===== src/rtl/qdrc_pkg.sv =====
// Shared constants and types for the QDR controller read path.
// Holds default widths and the latency budget that sets the default READ_LATENCY.
package qdrc_pkg;

  localparam int DEF_DATA_WIDTH = 18;
  localparam int DEF_TAG_WIDTH  = 4;

  // Latency components, in controller clock cycles.
  localparam int LAT_SYNC     = 2;
  localparam int LAT_OUTREG   = 1;
  localparam int LAT_OBUF     = 1;
  localparam int LAT_CHIP     = 2;
  localparam int LAT_IBUF     = 1;
  localparam int LAT_HALF_OFS = 1;
  localparam int LAT_WORD_OFS = 2;

  localparam int DEF_READ_LATENCY = LAT_SYNC + LAT_OUTREG + LAT_OBUF + LAT_CHIP +
                                    LAT_IBUF + LAT_HALF_OFS + LAT_WORD_OFS;

  // Source of the entry pushed into the delay line in a given cycle.
  typedef enum logic [1:0] {
    INS_NONE   = 2'd0,
    INS_ACCEPT = 2'd1,
    INS_BURST  = 2'd2
  } ins_sel_e;

  // Width of a down-counter that must hold n-1, never narrower than one bit.
  function automatic int cnt_width(input int n);
    return (n < 3) ? 1 : $clog2(n);
  endfunction

endpackage


===== src/rtl/qdrc_rd_pipe_if.sv =====
// User read port and PHY read-side signals of the QDR read-return path.
// The slave modport is the read pipe; the master modport is the user/PHY side.
interface qdrc_rd_pipe_if
  import qdrc_pkg::*;
#(
  parameter int DATA_WIDTH = DEF_DATA_WIDTH,
  parameter int TAG_WIDTH  = DEF_TAG_WIDTH,
  parameter int PEND_WIDTH = 6
);

  logic                    phy_rdy;
  logic                    usr_strb;
  logic [TAG_WIDTH-1:0]    usr_tag;
  logic                    usr_rdy;
  logic [2*DATA_WIDTH-1:0] usr_data;
  logic                    usr_dvld;
  logic [TAG_WIDTH-1:0]    usr_dtag;
  logic                    usr_dlast;
  logic [PEND_WIDTH-1:0]   rd_pending;
  logic                    phy_strb;
  logic [2*DATA_WIDTH-1:0] phy_data;

  modport master (
    output phy_rdy, usr_strb, usr_tag, phy_data,
    input  usr_rdy, usr_data, usr_dvld, usr_dtag, usr_dlast, rd_pending, phy_strb
  );

  modport slave (
    input  phy_rdy, usr_strb, usr_tag, phy_data,
    output usr_rdy, usr_data, usr_dvld, usr_dtag, usr_dlast, rd_pending, phy_strb
  );

endinterface


===== src/rtl/qdrc_rd_delay.sv =====
// Fixed-depth shift register of {vld, tag, last} tracking reads in flight to the PHY.
// Shifts every cycle; the tail marks the cycle the PHY returns the matching beat.
module qdrc_rd_delay #(
  parameter int TAG_WIDTH = 4,
  parameter int DEPTH     = 10
) (
  input  logic                 clk,
  input  logic                 reset,
  input  logic                 in_vld,
  input  logic [TAG_WIDTH-1:0] in_tag,
  input  logic                 in_last,
  output logic                 out_vld,
  output logic [TAG_WIDTH-1:0] out_tag,
  output logic                 out_last
);

  logic [DEPTH-1:0]                vld_sr;
  logic [DEPTH-1:0]                last_sr;
  logic [DEPTH-1:0][TAG_WIDTH-1:0] tag_sr;

  // NOTE: every stage is cleared, not just the valid bits, so reads in flight at
  // reset vanish and the tail tag reads back as zero.
  always_ff @(posedge clk or posedge reset) begin
    if (reset) begin
      vld_sr  <= '0;
      last_sr <= '0;
      tag_sr  <= '0;
    end else begin
      vld_sr  <= {vld_sr[DEPTH-2:0], in_vld};
      last_sr <= {last_sr[DEPTH-2:0], in_last};
      tag_sr  <= {tag_sr[DEPTH-2:0], in_tag};
    end
  end

  assign out_vld  = vld_sr[DEPTH-1];
  assign out_tag  = tag_sr[DEPTH-1];
  assign out_last = last_sr[DEPTH-1];

endmodule


===== src/rtl/qdrc_rd_pipe.sv =====
// QDR controller read-return path: strobe gating, burst tracking, tag delay line
// and outstanding-read count. Define QDRC_RD_OUTREG_EN to register the user outputs.
module qdrc_rd_pipe
  import qdrc_pkg::*;
#(
  parameter int DATA_WIDTH   = DEF_DATA_WIDTH,
  parameter int TAG_WIDTH    = DEF_TAG_WIDTH,
  parameter int READ_LATENCY = DEF_READ_LATENCY,
  parameter int BURST_CYCLES = 1,
  parameter int PEND_WIDTH   = 6
) (
  input logic           clk,
  input logic           reset,
  qdrc_rd_pipe_if.slave bus
);

  localparam int CNT_W = cnt_width(BURST_CYCLES);

  logic [CNT_W-1:0]     burst_cnt;
  logic [TAG_WIDTH-1:0] held_tag;
  logic                 busy;
  logic                 accept;

  ins_sel_e             ins_sel;
  logic                 ins_vld;
  logic [TAG_WIDTH-1:0] ins_tag;
  logic                 ins_last;

  logic                 tail_vld;
  logic [TAG_WIDTH-1:0] tail_tag;
  logic                 tail_last;

  logic                 out_vld;
  logic [TAG_WIDTH-1:0] out_tag;
  logic                 out_last;

  logic [PEND_WIDTH-1:0] pend_q;

  assign busy         = (burst_cnt != '0);
  assign bus.usr_rdy  = bus.phy_rdy & ~busy & ~reset;
  assign accept       = bus.usr_strb & bus.usr_rdy;
  assign bus.phy_strb = accept;

  // Once loaded the counter runs down regardless of phy_rdy: a started burst is committed.
  // NOTE: state registers use non-blocking assignments so every flop samples pre-edge values.
  always_ff @(posedge clk or posedge reset) begin
    if (reset) begin
      burst_cnt <= '0;
      held_tag  <= '0;
    end else if (accept) begin
      burst_cnt <= CNT_W'(BURST_CYCLES - 1);
      held_tag  <= bus.usr_tag;
    end else if (busy) begin
      burst_cnt <= burst_cnt - CNT_W'(1);
    end
  end

  always_comb begin
    ins_sel = INS_NONE;
    if (accept)    ins_sel = INS_ACCEPT;
    else if (busy) ins_sel = INS_BURST;
  end

  // NOTE: all outputs get a default before the case so no path leaves a latch behind.
  always_comb begin
    ins_vld  = 1'b0;
    ins_tag  = '0;
    ins_last = 1'b0;
    case (ins_sel)
      INS_ACCEPT: begin
        ins_vld  = 1'b1;
        ins_tag  = bus.usr_tag;
        ins_last = (BURST_CYCLES == 1);
      end
      INS_BURST: begin
        ins_vld  = 1'b1;
        ins_tag  = held_tag;
        ins_last = (burst_cnt == CNT_W'(1));
      end
      default: ;
    endcase
  end

  qdrc_rd_delay #(
    .TAG_WIDTH (TAG_WIDTH),
    .DEPTH     (READ_LATENCY)
  ) u_delay (
    .clk      (clk),
    .reset    (reset),
    .in_vld   (ins_vld),
    .in_tag   (ins_tag),
    .in_last  (ins_last),
    .out_vld  (tail_vld),
    .out_tag  (tail_tag),
    .out_last (tail_last)
  );

`ifdef QDRC_RD_OUTREG_EN
  logic [2*DATA_WIDTH-1:0] data_q;

  always_ff @(posedge clk or posedge reset) begin
    if (reset) begin
      data_q   <= '0;
      out_vld  <= 1'b0;
      out_tag  <= '0;
      out_last <= 1'b0;
    end else begin
      data_q   <= bus.phy_data;
      out_vld  <= tail_vld;
      out_tag  <= tail_tag;
      out_last <= tail_last;
    end
  end

  assign bus.usr_data = data_q;
`else
  assign bus.usr_data = bus.phy_data;
  assign out_vld      = tail_vld;
  assign out_tag      = tail_tag;
  assign out_last     = tail_last;
`endif

  assign bus.usr_dvld  = out_vld;
  assign bus.usr_dtag  = out_tag;
  assign bus.usr_dlast = out_last;

  // A read completes when its last beat leaves the output stage actually seen by the user.
  always_ff @(posedge clk or posedge reset) begin
    if (reset) begin
      pend_q <= '0;
    end else begin
      case ({accept, out_vld & out_last})
        2'b10:   pend_q <= pend_q + PEND_WIDTH'(1);
        2'b01:   pend_q <= pend_q - PEND_WIDTH'(1);
        default: pend_q <= pend_q;
      endcase
    end
  end

  assign bus.rd_pending = pend_q;

endmodule


===== src/flat_wrapper.sv =====
// flat-port wrapper written by rule: the top's interface ports become plain ports
module qdrc_rd_pipe_flat import qdrc_pkg::*;
#(
  parameter int DATA_WIDTH   = DEF_DATA_WIDTH,
  parameter int TAG_WIDTH    = DEF_TAG_WIDTH,
  parameter int READ_LATENCY = DEF_READ_LATENCY,
  parameter int BURST_CYCLES = 1,
  parameter int PEND_WIDTH   = 6
)
  (clk, reset, bus_phy_rdy, bus_usr_strb, bus_usr_tag, bus_phy_data, bus_usr_rdy, bus_usr_data, bus_usr_dvld, bus_usr_dtag, bus_usr_dlast, bus_rd_pending, bus_phy_strb);
  qdrc_rd_pipe_if #(.DATA_WIDTH(DATA_WIDTH), .TAG_WIDTH(TAG_WIDTH), .PEND_WIDTH(PEND_WIDTH)) bus_i ();
  input logic clk;
  input logic reset;
  input wire logic [$bits(bus_i.phy_rdy)-1:0] bus_phy_rdy;
  input wire logic [$bits(bus_i.usr_strb)-1:0] bus_usr_strb;
  input wire logic [$bits(bus_i.usr_tag)-1:0] bus_usr_tag;
  input wire logic [$bits(bus_i.phy_data)-1:0] bus_phy_data;
  output wire logic [$bits(bus_i.usr_rdy)-1:0] bus_usr_rdy;
  output wire logic [$bits(bus_i.usr_data)-1:0] bus_usr_data;
  output wire logic [$bits(bus_i.usr_dvld)-1:0] bus_usr_dvld;
  output wire logic [$bits(bus_i.usr_dtag)-1:0] bus_usr_dtag;
  output wire logic [$bits(bus_i.usr_dlast)-1:0] bus_usr_dlast;
  output wire logic [$bits(bus_i.rd_pending)-1:0] bus_rd_pending;
  output wire logic [$bits(bus_i.phy_strb)-1:0] bus_phy_strb;
  assign bus_i.phy_rdy = bus_phy_rdy;
  assign bus_i.usr_strb = bus_usr_strb;
  assign bus_i.usr_tag = bus_usr_tag;
  assign bus_i.phy_data = bus_phy_data;
  assign bus_usr_rdy = bus_i.usr_rdy;
  assign bus_usr_data = bus_i.usr_data;
  assign bus_usr_dvld = bus_i.usr_dvld;
  assign bus_usr_dtag = bus_i.usr_dtag;
  assign bus_usr_dlast = bus_i.usr_dlast;
  assign bus_rd_pending = bus_i.rd_pending;
  assign bus_phy_strb = bus_i.phy_strb;
  qdrc_rd_pipe #(.DATA_WIDTH(DATA_WIDTH), .TAG_WIDTH(TAG_WIDTH), .READ_LATENCY(READ_LATENCY), .BURST_CYCLES(BURST_CYCLES), .PEND_WIDTH(PEND_WIDTH)) u_core (.clk(clk), .reset(reset), .bus(bus_i));
endmodule

===== config.mk =====
export PLATFORM = sky130hd
export DESIGN_NAME = qdrc_rd_pipe_flat
export DESIGN_NICKNAME = d
export VERILOG_FILES = /design/src/rtl/qdrc_pkg.sv /design/src/rtl/qdrc_rd_pipe_if.sv /design/src/rtl/qdrc_rd_delay.sv /design/src/rtl/qdrc_rd_pipe.sv /design/src/flat_wrapper.sv
export SDC_FILE = /design/constraint.sdc
export NUM_CORES = 1
export LEC_CHECK = 0
export BUFFER_PORTS_ARGS = -buffer_cell sky130_fd_sc_hd__buf_2
export CAP_MARGIN = 30
export CORE_MARGIN = 4
export CORE_UTILIZATION = 42
export CTS_CLUSTER_DIAMETER = 120
export DETAILED_ROUTE_END_ITERATION = 6
export GPL_TIMING_DRIVEN = 0
export HOLD_SLACK_MARGIN = 0.06
export PLACE_DENSITY = 0.75
export SETUP_SLACK_MARGIN = 0.1
export SYNTH_ARGS = -nofsm -noshare
export SYNTH_HDL_FRONTEND = slang
export SYNTH_SLANG_ARGS = --single-unit

===== constraint.sdc =====
create_clock -name clk -period 1.7 [get_ports clk]
set_input_delay 0.255 -clock clk [delete_from_list [all_inputs] [get_ports clk]]
set_output_delay 0.255 -clock clk [all_outputs]
set_load 0.01 [all_outputs]

==> results.md, run 1 <==
- The flow ran to the end, but the final reports show violations.
- The final reports fail on setup timing.
- The post-route worst setup slack is -0.0979 ns.
- The slowest stage of the critical path belongs to the cell sky130_fd_sc_hd__or4b_1.
- The largest fanout on the critical path is 9.
- The achievable clock frequency is 0.556 GHz.
- The area inside the core boundary is 0.00475 mm^2.
- The launch instance of the worst min-delay path is bus_usr_tag[2].
- The routed layout has 1201 vias.
- The worst min-delay path category is in -> reg.
- The clock latency on the worst-skew pair is 0.29 ns.
- The wire length of the first global-routing pass is 5.20 mm.
- The die covers 0.00616 mm^2.
- Walking the worst path, the cells encountered are buf_6, or4b_1, a211o_1, o31ai_2, mux2i_1, xnor2_1.
- In the global route stage, met1 resource usage came out at 0.129.
- At the placement stage, the worst setup path has a slack of -0.552 ns.
- The final instance area is 0.00270 mm^2.
- The netlist area before placement is 0.00209 mm^2.
- The final antenna diode count is 0.
- For this run, the slowest stage of the critical path takes 0.50 ns.
- TritonCTS built the clock tree.
- The transition at the pin with the smallest max-transition slack is 0.379 ns.
- The max-slew violation count is 0.
- Summed over all cells, the static leakage comes to 1.44 nW.
- Max-cap violations in this run came to 0.
- The most used routing layer in global routing is met2.
- The worst register-to-register path has a depth of 6.
- For this design the top-level I/O count stands at 94.
- STA classifies the critical path startpoint as a flop.
- The number of search-and-repair iterations in the first detailed-routing pass is 4.
- The clock passes through at most 2 buffers.
- The via count of the first global-routing pass is 1149.
- After detailed routing, the number of vias per cell comes to 4.23.
- Counting every instance in the synthesized netlist gives 149.
- From synthesis to final layout, the design area changed by 29.4%.
- For met2 alone, demand over resource in global routing was 0.177.
- The number of clock sinks is 56.
- The total of buffers placed on input and output ports is 57.
- The net count of the finished layout is 262.
- The detailed placer's ending HPWL is 2.39 mm.
- The number of buffers created by CTS is 5.
- The proportion of synthesized chip area in sequential cells is 0.672.
- The capturing element type of the critical path is a flop.
- The most critical setup path has its startpoint at u_core.bus.rd_pending[2].
- At the end of the flow the core is filled with cells to 0.568.
- Measured along the y axis, the die boundary spans 78.5 um.
- Across all register-to-register paths, the minimum setup slack is -0.1 ns.
- In the global route stage, met3 resource usage came out at 0.0470.
- After detailed routing, the number of remaining DRC violations is 0.
- Dividing the final minimum period by the clock period gives 1.06.
- The number of nets handed over by synthesis was 195.
- The initial antenna violation count is 0.
- The final critical delay including setup and external delays is 1.80 ns.
- The number of H-tree branching levels is 2.
- The total overflow left after global routing is 0.
- In this run the core area contains 25 standard-cell rows.
- The root buffer cell chosen for the clock tree is sky130_fd_sc_hd__clkbuf_8.
- The critical path arrival is 2.02 ns.
- The worst IR drop on VDD is 0.000651 V.
- The ratio of cells with drive above 1 in the final layout is 0.562.
- The worst register-to-register path ends at u_core.bus.rd_pending[5].
- The detailed router finished its first iteration with 37 violations.
- The initial standard-cell utilization of the core is 0.439.
- The total number of yosys warnings is 0.
- The routed wire length per instance is 11.3 um.
- Setup repair after global routing could not meet its margin everywhere.
- The number of flip-flops and latches in the synthesized netlist is 56.
- For this design the ratio of total power to cell area is 1220 mW/mm^2.
- The capture point of the critical path is u_core.bus.rd_pending[5].
- The final layout contains routed wiring with a total length of 3.22 mm.
- The overall global routing resource usage is 0.106.
- In this run, distinct cell masters in the synthesized netlist total 34.
- Entering global routing, the biggest net connects 41 pins.
- The die width is 78.5 um.
- The detail route stage leaves a number of antenna-violating nets equal to 0.
- After clock tree synthesis, the clock-pin slew on the worst setup and hold paths is 0.09 ns.
- By startpoint and endpoint, the worst setup path is classified as reg -> reg.
- The average cell area after synthesis is 14.0 um^2.
- The placer congestion estimate is 0.730.
- The completed layout was analyzed and its total power is 3.30 mW.
- Measured against its own limit, the worst slew margin works out to 0.747.
- Setup violations remaining at the end of the flow were counted as 1.
- The number of hold violations in the final report is 0.
- The post-place instance area is 0.00250 mm^2.
- Data on the critical path is required at its endpoint by 1.92 ns.
- The clock tree skew after final layout is 0.00431 ns.
- The startpoint identified for the worst register-to-register timing path is u_core.bus.rd_pending[2].
[sequential cells by signal, summed over array words and instances, names as in the netlist]
register	flops
u_core.u_delay.vld_sr	7
u_core.u_delay.out_tag	4
u_core.u_delay.tag_sr	36
u_core.u_delay.last_sr	3
u_core.bus.rd_pending	6
[routing by layer]
metal | vias to the layer above | wire length [um]
met2 | 48 | 1570
met5 | - | 0
met1 | 574 | 1330
li1 | 575 | -
met3 | 4 | 303
met4 | 0 | 18
[worst max-delay path, delay by kind of cell, from the launching register on]
kind,cells,cell delay [ns]
muxes,1,0.24
DFF,1,0.39
buffers and inverters,1,0.14
and+or+nand+nor,1,0.50
AOI/OAI and AO/OA,2,0.32
xor gates and xnor gates,1,0.14
[cell usage after synthesis]
cell,number,area [um^2]
sky130_fd_sc_hd__nand3_1,2,10.0
sky130_fd_sc_hd__xor2_1,4,35.0
sky130_fd_sc_hd__inv_2,1,3.75
sky130_fd_sc_hd__nor4b_1,1,8.76
sky130_fd_sc_hd__a21o_1,1,7.51
sky130_fd_sc_hd__and2b_1,1,7.51
sky130_fd_sc_hd__nand3b_1,1,7.51
sky130_fd_sc_hd__or4b_1,1,10.0
sky130_fd_sc_hd__o31ai_2,1,12.5
sky130_fd_sc_hd__a31oi_1,1,6.26
sky130_fd_sc_hd__buf_6,2,22.5
sky130_fd_sc_hd__clkbuf_1,3,11.3
sky130_fd_sc_hd__inv_1,1,3.75
sky130_fd_sc_hd__nand2_1,1,3.75
sky130_fd_sc_hd__nor3b_1,1,7.51
sky130_fd_sc_hd__xnor2_1,3,26.3
sky130_fd_sc_hd__a221oi_1,1,8.76
sky130_fd_sc_hd__a211o_1,1,8.76
sky130_fd_sc_hd__buf_4,41,308
sky130_fd_sc_hd__a221o_1,1,10.0
sky130_fd_sc_hd__mux2i_1,2,20.0
sky130_fd_sc_hd__ha_1,2,25.0
sky130_fd_sc_hd__nand4b_1,1,8.76
sky130_fd_sc_hd__nor3_1,2,10.0
sky130_fd_sc_hd__dfrtp_1,56,1400
sky130_fd_sc_hd__buf_2,1,5.00
sky130_fd_sc_hd__o21ai_0,5,25.0
sky130_fd_sc_hd__and2_1,4,25.0
sky130_fd_sc_hd__nor2b_1,1,6.26
sky130_fd_sc_hd__mux2_2,1,11.3
sky130_fd_sc_hd__and3b_1,1,8.76
sky130_fd_sc_hd__a21boi_0,1,7.51
sky130_fd_sc_hd__a21oi_1,1,5.00
sky130_fd_sc_hd__nor2_1,2,7.51
[stage by stage]
stage	hold WS, ns	setup TNS (ns)	cells
global placement	0.332	-1.50	273
global route	0.145	-0.303	284
finish	0.159	-0.0979	284
detailed placement	0.290	-1.68	274
CTS	0.148	-0.261	286
floorplan	0.331	-0.715	149
[worst min-delay path by stage]
stage                                            to  slack, ns  cells past startpoint
after floorplan           u_core.u_delay.last_sr[1]       0.33                      0
after CTS                  u_core.u_delay.tag_sr[2]       0.15                      2
final                      u_core.u_delay.tag_sr[2]       0.16                      2
after global routing       u_core.u_delay.tag_sr[2]       0.14                      2
after global placement     u_core.u_delay.vld_sr[2]       0.33                      0
after detailed placement   u_core.bus.rd_pending[5]       0.29                      2
[cells in the final DEF, fill, tap and decap left out, drive strengths merged, types with 2 or more instances in the layout]
master  instances
and2            4
buf           104
bufinv          3
clkbuf          7
dfrtp          56
ha              2
mux2i           2
nand3           2
nor2            2
nor3            2
o21ai           5
xnor2           3
xor2            4
[cell families after synthesis]
logic type               count (synthesis)  share of synthesized area
flip-flops                              56                      0.672
buffers and inverters                   49                      0.170
AND/OR/NAND/NOR                         19                     0.0582
AO/OA/AOI/OAI                           13                     0.0438
XOR/XNOR                                 7                     0.0294
multiplexers                             3                     0.0150
adder cells (fa/ha/maj)                  2                     0.0120
[what timing repair did]
action / in CTS / in global routing
cloned: 0 / 0
hold buffers: 1 / 0
setup buffers: 3 / 0
endpoints found under the setup margin: 3 / 5
hold endpoints to repair: 16 / 0
pin swaps: 1 / 2
gates resized for setup: 5 / 4
[final cells by class]
class | count | area (um^2)
fill | 399 | 2060
clock inverter | 3 | 90.1
timing repair buffer | 62 | 344
multi-input combinational | 44 | 350
inverter | 2 | 18.8
clock buffer | 5 | 68.8
tap | 67 | 83.8
buffer | 45 | 340
sequential | 56 | 1400
[report_power, final]
part / internal (mW) / leakage [nW] / switching (mW) / total [mW]
Combinational: 0.335 / 0.609 / 0.311 / 0.646
Clock: 0.735 / 0.0784 / 0.386 / 1.12
Sequential: 1.44 / 0.753 / 0.100 / 1.54
Note: power is estimated with default switching activity, not from simulation.
==> inputs of run 2 (changes only) <==
--- a/config.mk
+++ b/config.mk
@@ -8,12 +8,14 @@
 export BUFFER_PORTS_ARGS = -buffer_cell sky130_fd_sc_hd__buf_2
 export CAP_MARGIN = 30
 export CORE_MARGIN = 4
-export CORE_UTILIZATION = 42
+export CORE_UTILIZATION = 43
+export CTS_BUF_LIST = sky130_fd_sc_hd__clkbuf_8
 export CTS_CLUSTER_DIAMETER = 120
 export DETAILED_ROUTE_END_ITERATION = 6
+export GPL_ROUTABILITY_DRIVEN = 0
 export GPL_TIMING_DRIVEN = 0
 export HOLD_SLACK_MARGIN = 0.06
-export PLACE_DENSITY = 0.75
+export PLACE_DENSITY = 0.77
 export SETUP_SLACK_MARGIN = 0.1
 export SYNTH_ARGS = -nofsm -noshare
 export SYNTH_HDL_FRONTEND = slang
==> run 2 against run 1 <==
  * Sequential cell count unchanged
  * Cell count grew 3.2%
  * Register-to-register slack lost 0.02 ns
  * Power fell by 9.9%
  * Non-clock buffer count grew 9
  * The run still ends with setup timing left
  * First-iteration DRC count increased by 27%
  * Global-route usage increased by 0.35 points
  * Wire length is 3.9% higher
  * Via count increased by 3.3%
  * Critical path type unchanged
  * Clock power fell by 37%
  * Combinational power grew 13%
  * Largest power group unchanged
==> results.md, run 2 (synthesis results as in run 1) <==
- The worst hold slack is 0.155 ns.
- Measured along the x axis, the die boundary spans 77.6 um.
- The synthesis-to-finish area growth is 29.4%.
- The post-route worst setup slack is -0.113 ns.
- Of the available clock period, the critical path in the final layout requires 1.07.
- The net count of the finished layout is 271.
- The required time reported for the critical path endpoint is 1.92 ns.
- The final antenna diode count is 0.
- In the global route stage, overall resource usage came out at 0.110.
- The total of buffers placed on input and output ports is 57.
- The final reports fail on setup timing.
- In this run the worst path has a maximum fanout of 4.
- Measured against its own limit, the worst slew margin works out to 0.745.
- In the layout the commonest cells are sky130_fd_sc_hd__buf_2, sky130_fd_sc_hd__dfrtp_1, sky130_fd_sc_hd__buf_4.
- Once detailed placement completed, the half-perimeter wirelength came to 2.32 mm.
- The worst-case register-to-register setup slack is -0.11 ns.
- The maximum clock insertion buffer count is 2.
- Dividing the detail-routed via count by the number of cells gives 4.24.
- The clock latency on the worst-skew pair is 0.30 ns.
- The launch instance of the worst register-to-register path is u_core.u_delay.last_sr[9].
- At the worst endpoint, the arrival time is 2.04 ns.
- After global routing the overflow that remains totals 0.
- The setup path with the least slack is of type reg -> reg.
- Across the VDD grid, the largest voltage drop is 0.000836 V.
- The clock arrives with 0.00615 ns of skew.
- The violation count after the first detailed-routing iteration is 47.
- With fillers left out, the area of the finished cells amounts to 0.00270 mm^2.
- The die is 77.6 um tall.
- The flip-flop count of the largest register, all copies and words added is 36.
- The routed wire length per instance is 11.4 um.
- Clock tree synthesis selected as its root buffer the cell sky130_fd_sc_hd__clkbuf_8.
- For this design, the sink count on the clock tree is 56.
- The kind of start point of the critical path is a flop.
- For the worst flop-to-flop path, the logic depth is 6.
- The detailed-route DRC error count is 0.
- The flow ran to the end, but the final reports show violations.
- The path with the worst hold slack has its endpoint at u_core.u_delay.tag_sr[2].
- The first global-routing pass estimated 5.22 mm of wire.
- The clock tree synthesis step divided the H-tree into 2 levels.
- The remaining number of nets flagged by the antenna check after routing is 0.
- Of the cells placed in the final design, the portion with a size suffix greater than 1 is 0.580.
- The count of non-filler cells in the finished layout is 293.
- The register with the most flip-flops is u_core.u_delay.tag_sr.
- The capturing element type of the critical path is a flop.
- The number of search-and-repair iterations in the first detailed-routing pass is 3.
- For this design the ratio of total power to cell area is 1100 mW/mm^2.
- Counting tap cells, the placed design contains a total of 274 instances.
- The initial antenna violation count is 0.
- Tracing the worst setup path back leads to its startpoint at u_core.u_delay.last_sr[9].
- The total area inside the core boundary comes to 0.00472 mm^2.
- The analysis attributes to cell leakage a power of 1.45 nW.
- The number of standard-cell rows in the floorplan is 25.
- The number of I/O pins is 94.
- The worst min-delay path category is in -> reg.
- The number of endpoints failing setup at the final stage is 3.
- Entering global routing, the biggest net connects 47 pins.
- The number of hold violations in the final report is 0.
- The number of buffers created by CTS is 5.
- The post-place instance area is 0.00250 mm^2.
- At the pin with the least slew margin, the transition time is 0.383 ns.
- After clock tree synthesis, the clock-pin slew on the worst setup and hold paths is 0.10 ns.
- The number of inserted filler cells in the final layout is 372.
- The initial standard-cell utilization of the core is 0.442.
- Detailed routing inserted a total of 1241 vias.
- The floorplan step defined a die boundary enclosing 0.00603 mm^2.
- The clock tree from TritonCTS is built.
- The via count of the first global-routing pass came to 1163.
- The max-slew violation count is 0.
- The library cell used most frequently in the layout, excluding fill and tap cells, is sky130_fd_sc_hd__buf_2.
- The launch instance of the worst min-delay path is bus_usr_tag[2].
- The final critical delay including setup and external delays is 1.81 ns.
- The achievable clock frequency is 0.552 GHz.
- The number of stages on the worst hold path is 2.
- Wires add up to 3.35 mm.
- Setup repair after global routing could not meet its margin everywhere.
- The tool flagged a number of max-cap violations equal to 0.
- The endpoint of the worst register-to-register path is u_core.bus.rd_pending[5].
run 2: cell count changes in the layout (fill, tap and decap cells not counted), sizes merged:
cell / previous run / this run
buf: 104 / 112
bufinv: 3 / 0
clkbuf: 7 / 8
clkinv: 0 / 2
inv: 1 / 2
run 2: per-layer routing:
metal | vias up | global-route usage | wire length, um
li1 | 588 | - | -
met1 | 589 | 0.128 | 1310
met2 | 59 | 0.180 | 1640
met3 | 5 | 0.0452 | 355
met4 | 0 | 0.0427 | 37
met5 | - | 0 | 0
run 2: through the flow:
step / power, mW / util / worst slack (ns) / setup TNS, ns
floorplan: 1.99 / - / -0.319 / -0.715
global placement: 2.17 / 0.526 / -0.535 / -1.48
detailed placement: 2.20 / 0.530 / -0.592 / -1.68
CTS: 2.94 / 0.567 / -0.226 / -0.564
global route: 3.16 / 0.571 / -0.174 / -0.464
finish: 2.98 / 0.571 / -0.113 / -0.242
run 2: final cells by class:
type                       instances  area, um^2  area share
buffer                            46         344       0.127
clock buffer                       5        68.8      0.0255
clock inverter                     3        22.5     0.00834
inverter                           2        18.8     0.00695
multi-input combinational         44         354       0.131
sequential                        56        1400       0.520
tap                               67        83.8      0.0311
timing repair buffer              70         404       0.150
run 2: worst max-delay path, stage by stage (launching register included):
cell                      delay [ns]
sky130_fd_sc_hd__dfrtp_2        0.41
sky130_fd_sc_hd__ha_4           0.17
sky130_fd_sc_hd__or4b_4         0.45
sky130_fd_sc_hd__a211o_1        0.25
sky130_fd_sc_hd__o31ai_2        0.07
sky130_fd_sc_hd__mux2i_1        0.25
sky130_fd_sc_hd__xnor2_1        0.14
run 2: worst max path at each step:
stage / end / cells past startpoint
detailed placement: u_core.bus.rd_pending[5] / 11
global placement: u_core.bus.rd_pending[5] / 11
global route: u_core.bus.rd_pending[4] / 9
finish: u_core.bus.rd_pending[5] / 6
floorplan: u_core.bus.rd_pending[5] / 10
CTS: u_core.bus.rd_pending[5] / 7
run 2: power breakdown:
group / switching [mW] / total, mW / internal [mW]
registers: 0.100 / 1.54 / 1.44
clock network: 0.415 / 0.711 / 0.296
logic: 0.335 / 0.730 / 0.395
run 2: timing repair:
action | 4_1_cts | 5_1_grt
gates cloned | 0 | 0
setup buffers | 7 | 4
endpoints found under the setup margin | 3 | 5
pin swaps | 6 | 5
gates resized for setup | 6 | 4
endpoints found under the hold margin | 10 | 0
hold buffers | 1 | 0
==> inputs of run 3 (changes only) <==
--- a/config.mk
+++ b/config.mk
@@ -8,14 +8,14 @@
 export BUFFER_PORTS_ARGS = -buffer_cell sky130_fd_sc_hd__buf_2
 export CAP_MARGIN = 30
 export CORE_MARGIN = 4
-export CORE_UTILIZATION = 43
+export CORE_UTILIZATION = 50
 export CTS_BUF_LIST = sky130_fd_sc_hd__clkbuf_8
 export CTS_CLUSTER_DIAMETER = 120
 export DETAILED_ROUTE_END_ITERATION = 6
 export GPL_ROUTABILITY_DRIVEN = 0
 export GPL_TIMING_DRIVEN = 0
 export HOLD_SLACK_MARGIN = 0.06
-export PLACE_DENSITY = 0.77
+export PLACE_DENSITY = 0.84
 export SETUP_SLACK_MARGIN = 0.1
 export SYNTH_ARGS = -nofsm -noshare
 export SYNTH_HDL_FRONTEND = slang
==> constraint.sdc (replaced) <==
create_clock -name clk -period 2.2 [get_ports clk]
set_input_delay 0.33 -clock clk [delete_from_list [all_inputs] [get_ports clk]]
set_output_delay 0.33 -clock clk [all_outputs]
set_load 0.01 [all_outputs]
==> run 3 against run 2 <==
  * The run now ends clean
  * Non-clock buffer count decreased by 10
  * Critical path depth increased by 5
  * First-iteration DRC count increased by 77%
  * Cell area decreased by 4.3%
  * Power decreased by 25%
  * Via count decreased by 3.2%
  * Sequential cell count unchanged
  * Critical path type is now in -> reg
  * Largest power group unchanged
==> results.md, run 3 (synthesis results as in run 1) <==
- The via density per instance is 4.53.
- The number of buffers created by CTS is 5.
- The number of H-tree branching levels is 2.
- The kind of cell adding the most delay to the critical path is simple AND/OR/NAND/NOR gates.
- The die is 72.6 um wide.
- In this run the vertical extent of the chip is 72.6 um.
- The area occupied by multi-input gates is 343 um^2.
- The count of nets left with antenna violations once routing finished came out at 0.
- Dividing total power by cell area gives a power density of 865 mW/mm^2.
- The total via count in the routed design is 1201.
- The number of stages on the worst hold path is 2.
- Clock skew on the completed layout was measured at 0.00530 ns.
- The first global-routing pass estimated 5.02 mm of wire.
- Setup violations remaining at the end of the flow were counted as 0.
- The synthesis-to-finish area growth is 23.9%.
- Row generation in the floorplan step produced 23 rows.
- The number of hold violations in the final report is 0.
- In this run the standard cell core region covers 0.00403 mm^2.
- The startpoint identified for the worst hold timing path is bus_usr_tag[0].
- STA classifies the critical path endpoint as a flop.
- The routed wire length per instance is 11.9 um.
- The number of clock sinks is 56.
- The initial antenna violation count is 0.
- Including well taps, the total number of placed cells is 257.
- For this block, the routed nets add up to 3.16 mm of wire.
- For this run, the slowest stage of the critical path takes 0.43 ns.
- The final antenna diode count is 0.
- The flip-flop count of the largest register, all copies and words added is 36.
- The number of I/O pins is 94.
- For this design the static power due to leakage is 1.40 nW.
- In the finished design, the share of the clock period the worst path needs comes to 0.911.
- Walking the worst path, the cells encountered are buf_2, and3b_1, buf_6, inv_6, ha_4, buf_6, or4b_1, a211o_1, o31ai_2, mux2i_1, xnor2_1.
- The violation count after the first detailed-routing iteration is 83.
- Clock-pin slew was measured on the worst setup and hold paths at 0.09 ns.
- IR analysis of the VDD net gives a maximum drop of 0.000647 V.
- Entering global routing, the biggest net connects 48 pins.
- The tool flagged a number of max-cap violations equal to 0.
- For flop-to-flop paths, the worst setup slack is 0.24 ns.
- At the worst endpoint, the required time is 2.42 ns.
- The worst register-to-register path begins at u_core.u_delay.last_sr[9].
- Static timing analysis puts the maximum clock frequency at 0.499 GHz.
- The footprint of the flip-flops and latches is 0.00140 mm^2.
- The kind of start point of the critical path is an input pin.
- The buffers plus inverters on the worst setup path is 4.
- After filler insertion, the fill cell instance count of the layout stands at 313.
- The end-of-flow core utilization is 0.641.
- The max-slew violation count came to 0.
- Setup repair after global routing left no endpoint under its margin.
- The number of search-and-repair iterations in the first detailed-routing pass is 4.
- At the later pin of the worst-skew pair, clock insertion delay measures 0.30 ns.
- The number of cells traversed by the worst register-to-register path is 7.
- The ratio of cells with drive above 1 in the final layout is 0.530.
- The initial utilization of the core area, before any placement, comes to 0.518.
- The run finished with clean final reports.
- The overall global routing resource usage is 0.126.
- After the flow finishes, the layout carries non-filler instances totaling 265.
- The register with the most flip-flops is u_core.u_delay.tag_sr.
- At the pin with the least slew margin, the transition time is 0.415 ns.
- The via count of the first global-routing pass was 1129.
- Summed over all layers, the global routing overflow is 0.
- The maximum clock insertion buffer count is 2.
- TritonCTS built the clock tree.
- The net count of the finished layout is 261.
- The detailed-route DRC error count is 0.
- The path class of the tightest hold or removal check is in -> reg.
- The clock root buffer is sky130_fd_sc_hd__clkbuf_8.
- The endpoint identified for the worst register-to-register timing path is u_core.bus.rd_pending[5].
- By instance count, the cell type seen most on the critical path is sky130_fd_sc_hd__buf_6.
- The overall die area is 0.00527 mm^2.
- The top cell types in the final layout, fill and taps aside, are sky130_fd_sc_hd__buf_2, sky130_fd_sc_hd__dfrtp_1, sky130_fd_sc_hd__buf_4.
- The cell with the largest stage delay on the worst path is sky130_fd_sc_hd__or4b_1.
- Data arrives at the worst endpoint at 2.22 ns.
- The hold path endpoint is u_core.u_delay.tag_sr[0].
- The count of buffers added on input and output ports is 57.
- The worst slew margin relative to its limit is 0.723.
- The number of instances resized during post-cts repair is 0.
- Final hold analysis gives a worst-case slack of 0.236 ns.
- The most common library cell in the layout ignoring fill and taps is sky130_fd_sc_hd__buf_2.
- The final critical delay including setup and external delays is 2.01 ns.
- The detailed placer's ending HPWL is 2.39 mm.
- The largest fanout on the critical path is 10.
- The critical path is of the in -> reg type.
run 3: cell types whose count changed in the layout (fill, tap and decap cells not counted), moves of 2 or more:
cell / before / now
sky130_fd_sc_hd__buf_4: 52 / 41
sky130_fd_sc_hd__clkbuf_1: 1 / 3
sky130_fd_sc_hd__clkbuf_2: 2 / 0
sky130_fd_sc_hd__clkbuf_8: 5 / 7
sky130_fd_sc_hd__o21ai_0: 3 / 5
sky130_fd_sc_hd__o21ai_1: 2 / 0
run 3: cell type report:
class	instances	share of cell area
Sequential cell	56	0.542
Buffer	47	0.137
Multi-Input combinational cell	44	0.133
Timing Repair Buffer	59	0.122
Clock buffer	7	0.0373
Tap cell	50	0.0242
Inverter	2	0.00484
run 3: stage by stage:
stage                     TNS, ns  cell area, um^2  power, mW  setup WS, ns
final                           0             2580       2.23         0.195
after global placement      -2.05             2460       1.67       -0.0824
after global routing            0             2580       2.38         0.140
after floorplan                 0             2110       1.54         0.106
after CTS                       0             2580       2.27         0.208
after detailed placement   -0.233             2480       1.70        -0.114
run 3: repair_timing:
item	in CTS	in global routing
hold buffers	1	0
setup buffers	0	0
endpoints found under the hold margin	9	0
run 3: worst max path at each step:
stage            startpoint                  endpoint  slack, ns  cells past startpoint
6_report              reset  u_core.bus.rd_pending[5]       0.19                     11
5_1_grt               reset  u_core.bus.rd_pending[5]       0.14                     11
4_1_cts        bus_usr_strb  u_core.bus.rd_pending[5]       0.21                     11
3_5_place_dp          reset  u_core.bus.rd_pending[5]      -0.11                     11
3_3_place_gp          reset  u_core.bus.rd_pending[5]      -0.08                     11
2_1_floorplan  bus_usr_strb  u_core.bus.rd_pending[5]       0.11                     10
run 3: layer usage:
layer	wire (um)	global-route usage	vias up
li1	-	-	572
met1	1140	0.147	561
met2	1590	0.206	64
met3	407	0.0647	4
met4	12	0.0307	0
met5	0	0	-
run 3: where the power goes:
part | switching (mW) | internal, mW
clock network | 0.281 | 0.280
registers | 0.0796 | 1.11
logic | 0.235 | 0.248
